==> src/rtl/dm_cache_ctrl.sv <==
// Controller FSM for a direct-mapped, write-back, write-allocate data cache.
// Optional hit/miss counters are compiled in with `define DM_CACHE_STATS_EN.
module dm_cache_ctrl #(
  parameter int INDEX_W = 5,
  parameter int TAG_W   = 22,
  parameter int LINE_W  = 256,
  parameter int MEM_AW  = 9
) (
  input  logic                 clk,
  input  logic                 rst,
  input  logic                 cpu_req,
  input  logic                 cpu_we,
  input  logic [31:0]          cpu_addr,
  input  logic [31:0]          cpu_wdata,
  output logic [31:0]          cpu_rdata,
  output logic                 cpu_ready,
  output logic                 stall,
  output logic [INDEX_W-1:0]   tag_idx,
  input  logic [TAG_W+1:0]     tag_rdata,
  output logic                 tag_we,
  output logic [TAG_W+1:0]     tag_wdata,
  output logic [INDEX_W-1:0]   data_idx,
  input  logic [LINE_W-1:0]    data_rdata,
  output logic                 data_we,
  output logic [LINE_W-1:0]    data_wdata,
  output logic                 mem_req,
  output logic                 mem_we,
  output logic [MEM_AW-1:0]    mem_addr,
  output logic [LINE_W-1:0]    mem_wdata,
  input  logic [LINE_W-1:0]    mem_rdata,
  input  logic                 mem_ack
`ifdef DM_CACHE_STATS_EN
  ,
  output logic [31:0]          hit_cnt,
  output logic [31:0]          miss_cnt
`endif
);

  localparam int WORD_W   = $clog2(LINE_W / 32);
  localparam int OFF_W    = WORD_W + 2;
  localparam int TAGLSB_W = MEM_AW - INDEX_W;

  typedef enum logic [1:0] {
    S_COMPARE   = 2'd0,
    S_WRITEBACK = 2'd1,
    S_ALLOCATE  = 2'd2
  } state_t;

  state_t r_state;
  state_t w_state_nxt;

  logic [INDEX_W-1:0] w_index;
  logic [TAG_W-1:0]   w_tag;
  logic [WORD_W-1:0]  w_word;
  logic               w_valid;
  logic               w_dirty;
  logic               w_hit;
  logic [LINE_W-1:0]  w_merged;
  logic               w_unused_bits;

  assign w_index       = cpu_addr[OFF_W +: INDEX_W];
  assign w_tag         = cpu_addr[OFF_W + INDEX_W +: TAG_W];
  assign w_word        = cpu_addr[2 +: WORD_W];
  assign w_valid       = tag_rdata[TAG_W+1];
  assign w_dirty       = tag_rdata[TAG_W];
  assign w_hit         = w_valid && (tag_rdata[TAG_W-1:0] == w_tag);
  assign w_unused_bits = ^cpu_addr[1:0];

  assign tag_idx  = w_index;
  assign data_idx = w_index;

  always_comb begin
    w_merged = data_rdata;
    w_merged[32 * int'(w_word) +: 32] = cpu_wdata;
  end

  always_ff @(posedge clk or negedge rst) begin
    if (!rst) r_state <= S_COMPARE;
    else      r_state <= w_state_nxt;
  end

  // Every output is gated by rst so strobes drop the instant reset asserts.
  always_comb begin
    w_state_nxt = r_state;
    cpu_rdata   = '0;
    cpu_ready   = 1'b0;
    stall       = 1'b0;
    tag_we      = 1'b0;
    tag_wdata   = '0;
    data_we     = 1'b0;
    data_wdata  = '0;
    mem_req     = 1'b0;
    mem_we      = 1'b0;
    mem_addr    = '0;
    mem_wdata   = '0;
    if (rst) begin
      unique case (r_state)
        S_COMPARE: begin
          if (cpu_req) begin
            if (w_hit) begin
              cpu_ready = 1'b1;
              if (cpu_we) begin
                data_we    = 1'b1;
                data_wdata = w_merged;
                tag_we     = 1'b1;
                tag_wdata  = {1'b1, 1'b1, w_tag};
              end else begin
                cpu_rdata = data_rdata[32 * int'(w_word) +: 32];
              end
            end else begin
              stall       = 1'b1;
              w_state_nxt = (w_valid && w_dirty) ? S_WRITEBACK : S_ALLOCATE;
            end
          end
        end
        S_WRITEBACK: begin
          stall     = 1'b1;
          mem_req   = 1'b1;
          mem_we    = 1'b1;
          mem_addr  = {tag_rdata[TAGLSB_W-1:0], w_index};
          mem_wdata = data_rdata;
          if (mem_ack) w_state_nxt = S_ALLOCATE;
        end
        S_ALLOCATE: begin
          stall    = 1'b1;
          mem_req  = 1'b1;
          mem_addr = {w_tag[TAGLSB_W-1:0], w_index};
          if (mem_ack) begin
            data_we     = 1'b1;
            data_wdata  = mem_rdata;
            tag_we      = 1'b1;
            tag_wdata   = {1'b1, 1'b0, w_tag};
            w_state_nxt = S_COMPARE;
          end
        end
        default: w_state_nxt = S_COMPARE;
      endcase
    end
  end

`ifdef DM_CACHE_STATS_EN
  // r_retry marks the COMPARE cycle right after a refill so its hit is not counted.
  logic r_retry;

  always_ff @(posedge clk or negedge rst) begin
    if (!rst) begin
      r_retry  <= 1'b0;
      hit_cnt  <= '0;
      miss_cnt <= '0;
    end else begin
      r_retry <= (r_state == S_ALLOCATE) && mem_ack;
      if (cpu_ready && !r_retry) hit_cnt <= hit_cnt + 32'd1;
      if ((r_state == S_COMPARE) && (w_state_nxt != S_COMPARE)) miss_cnt <= miss_cnt + 32'd1;
    end
  end
`endif

endmodule

==> config.mk <==
export PLATFORM = sky130hd
export DESIGN_NAME = dm_cache_ctrl
export DESIGN_NICKNAME = d
export VERILOG_FILES = /design/src/rtl/dm_cache_ctrl.sv
export SDC_FILE = /design/constraint.sdc
export NUM_CORES = 1
export LEC_CHECK = 0
export BUFFER_PORTS_ARGS = -buffer_cell sky130_fd_sc_hd__buf_2
export CAP_MARGIN = 15
export CORE_AREA = 10 10 454 456
export CTS_BUF_LIST = sky130_fd_sc_hd__clkbuf_16
export CTS_CLUSTER_DIAMETER = 150
export CTS_CLUSTER_SIZE = 16
export DETAILED_ROUTE_END_ITERATION = 16
export DIE_AREA = 0 0 464 466
export GPL_TIMING_DRIVEN = 0
export HOLD_SLACK_MARGIN = 0.15
export PLACE_DENSITY = 0.3
export RECOVER_POWER = 25
export SYNTH_ARGS = -nofsm -noshare
export SYNTH_HDL_FRONTEND = slang
export SYNTH_SLANG_ARGS = --single-unit
export TNS_END_PERCENT = 5
==> constraint.sdc <==
create_clock -name clk -period 5.3 [get_ports clk]
set_input_delay 0.53 -clock clk [delete_from_list [all_inputs] [get_ports clk]]
set_output_delay 0.53 -clock clk [all_outputs]
set_load 0.03 [all_outputs]
==> key figures <==
Outcome
  • Outcome: finished, violations left
  • Failing checks: capacitance limit

Layout
  • Share of cells above drive strength 1: 40.38%
  • Top reg by flops: r_state
  • Design area: 0.02062 mm²
  • Most frequent cells in the layout: buf_2 (1067), nand2_1 (422), and3_1 (384)
  • Final net count: 3703
  • Largest regs: r_state x2
  • Largest register FFs: 2
  • Commonest non-fill, non-tap cell in the layout: buf_2
  • Area Overhead vs Synth: 90.30%

STA
  • Min Tclk post-route: 5182 ps
  • FMAX: 193.0 MHz
  • Max Clock Skew: 2.738 ps
  • Setup-failing EPs final: 0
  • Worst slew pin tran: 1494 ps
  • Pins Over Slew Limit: 0
  • Slew Limit Headroom: 0.3802%
  • Fin crit share: 97.77%
  • RSZ-0062 raised after global routing: true
  • Fin. Hold Viols: 0
  • Setup TNS: 0 ps

Critical path
  • Worst Path Arrival: 4650 ps
  • Max FO, Critical Path: 10
  • Startpoint types: input port
  • Crit path from: cpu_addr[2]
  • Crit-path cells: buf_2 -> clkbuf_1 -> buf_2 -> clkbuf_4 -> inv_1 -> ha_1 -> ha_1 -> and3b_1 -> clkbuf_2 -> clkbuf_1 -> nand2_1 -> nor2_1 -> a21oi_1 -> o21ai_0 -> buf_2
  • Buf/Inv on CP: 8
  • Worst r2r src: r_state[1]
  • Setup crit end kind: primary output
  • CP max-delay cell: o21ai_0
  • CP most frequent cell: buf_2
  • Crit path max-delay family: buffers and inverters
  • Max incr delay on CP: 680 ps
  • Critical setup path kind: in -> out
  • Worst EP required: 4770 ps

Drt
  • Routed len/inst: 42.99 µm
  • Total number of vias: 21900
  • Initial drt markers: 1855
  • Routed vias/inst: 3.780
  • DRC violations left: 0
  • DR pass1 iterations: 5
  • Detailed Route WL: 249100 µm
  • Detail Route Antenna Nets: 0

Synthesis
  • Post-synth net total: 2486
  • Post-synthesis instance area: 0.01084 mm²
  • Yosys warnings: 0
  • Sequential element share of the synthesized area: 0.4618%
  • Synth Instances: 1871
  • Syn Area/Cell: 5.792 µm²
  • Yosys cell types: 40
  • Yosys reg bits: 2

Floorplanning
  • Core Region: 0.1966 mm²
  • Die Y: 466 µm
  • Die area: 0.2162 mm²
  • Die X: 464 µm
  • Ports: 1198
  • Row cnt: 163
  • Effective utilization at floorplan: 5.512%

Global routing
  • Initial antenna violation count: 172
  • Final global-route overflow total: 0
  • Largest net degree at the start of global routing: 15
  • First-pass GRT wire length: 299600 µm
  • Vias in the first global route: 22160
  • GRT Total Usage: 21.63%

Placement
  • Post-detail-place hpwl: 227300 µm
  • I/O Buffers: 1194
  • Placer Congestion: 0.8732
  • Cell Area, Placed: 0.02050 mm²

CTS
  • Htree depth: 1
  • CTS Sinks: 2
  • CTS Buffer Depth: 2
  • CTS tree: built
  • Clock-pin slew of the registers on the worst-case setup and hold paths: 30 ps
  • Clock Latency Late Sink: 220 ps
  • Number of CTS-inserted buffers: 3
  • Clock root buffer: clkbuf_16

Worst hold path
  • Hold WC Path Type: reg -> reg
  • Min-delay src: r_state[1]

Power and ir drop
  • P_leak: 10.55 nW
  • Power per Cell Area: 188.6 mW/mm²
  • Maximum vdd ir drop: 0.1024 mV

Job
  • Max cap viols: 1
[routing by layer]
| metal | share of wire, % | global-route usage [%] | vias up |
|---|---|---|---|
| met4 | 2.2 | 4.125 | 60 |
| met1 | 42 | 26.79 | 10810 |
| met2 | 47 | 37.03 | 1593 |
| met5 | 0.15 | 0 | - |
| li1 | - | - | 9182 |
| met3 | 8.9 | 6.505 | 259 |
[metrics by stage]
step | util (%) | cells | setup slack [ps] | total power, mW | hold slack (ps)
2_1_floorplan | - | 1871 | 1139 | 1.658 | 234.4
3_3_place_gp | 10.23 | 5705 | -4324 | 3.811 | 352.1
3_5_place_dp | 10.43 | 5723 | -1221 | 3.852 | 355.8
4_1_cts | 10.48 | 5726 | -103.8 | 3.979 | 665.0
5_1_grt | 10.42 | 5737 | -75.66 | 4.059 | 722.2
6_report | 10.49 | 5794 | 118.0 | 3.890 | 668.5
[power by group]
part | internal (mW) | leakage (nW) | total [mW] | switching, mW
Combinational | 0.854 | 10.5 | 3.75 | 2.89
Sequential | 0.0221 | 0.0252 | 0.0315 | 0.00941
Clock | 0.0959 | 0.0374 | 0.113 | 0.0167
[tightest hold or removal path: cells and delay by family, from the launching register on]
kind | cells | cell delay, ps
compound gates | 1 | 130
flops | 1 | 420
simple gates | 1 | 70
[Yosys cell counts (all sizes together)]
library cell | n | share of area (%)
nand2 | 426 | 15
and3 | 384 | 22
o21ai | 260 | 12
a21oi | 258 | 12
clkbuf | 175 | 6.1
nor2 | 108 | 3.7
mux4 | 64 | 13
buf | 50 | 3.9
mux2i | 32 | 3.0
a21boi | 22 | 1.8
xnor2 | 22 | 1.8
ha | 10 | 1.2
nand4 | 9 | 0.52
inv | 8 | 0.28
and2 | 7 | 0.40
nor3b | 6 | 0.42
a22oi | 4 | 0.28
nand3 | 3 | 0.14
nand4b | 3 | 0.24
nor2b | 3 | 0.17
nor4 | 3 | 0.17
dfrtp | 2 | 0.46
o31a | 2 | 0.16
or4 | 2 | 0.17
and3b | 1 | 0.081
and4b | 1 | 0.092
nand3b | 1 | 0.069
nand4bb | 1 | 0.10
nor3 | 1 | 0.046
o32ai | 1 | 0.081
or2 | 1 | 0.058
or3 | 1 | 0.058
[timing repair]
| action | in CTS | in global routing |
|---|---|---|
| setup buffers | 0 | 0 |
| hold buffers | 1 | 0 |
| gates cloned | 0 | 0 |
| hold endpoints to repair | 2 | 0 |
| resized for setup | 15 | 24 |
| endpoints found under the setup margin | 243 | 92 |
[path summary, 6_finish.rpt]
kind | end | slack, ps | depth (start not counted)
min | r_state[1] | 670 | 2
max reg2reg | r_state[1] | 1850 | 6
max in group asynchronous | r_state[1] | 4270 | 2
max | data_wdata[42] | 120 | 15
min in group asynchronous | r_state[0] | 790 | 2
min reg2reg | r_state[1] | 670 | 2
[cells by family after synthesis]
logic type	share of synthesized area, %
multiplexers	16.26
flip-flops	0.4619
adder cells (fa/ha/maj)	1.155
buffers and inverters	10.28
AO/OA/AOI/OAI	26.66
XOR/XNOR	1.778
AND/OR/NAND/NOR	43.41
[area by class of cell]
cell class	count	area [µm²]
Antenna cell	68	170.2
Clock buffer	3	75.07
Buffer	224	1121
Fill cell	23770	176000
Timing Repair Buffer	1213	6170
Inverter	8	30.03
Tap cell	2640	3303
Sequential cell	2	50.05
Multi-Input combinational cell	1636	9703
No activity file was read; power rests on OpenSTA's default activity.
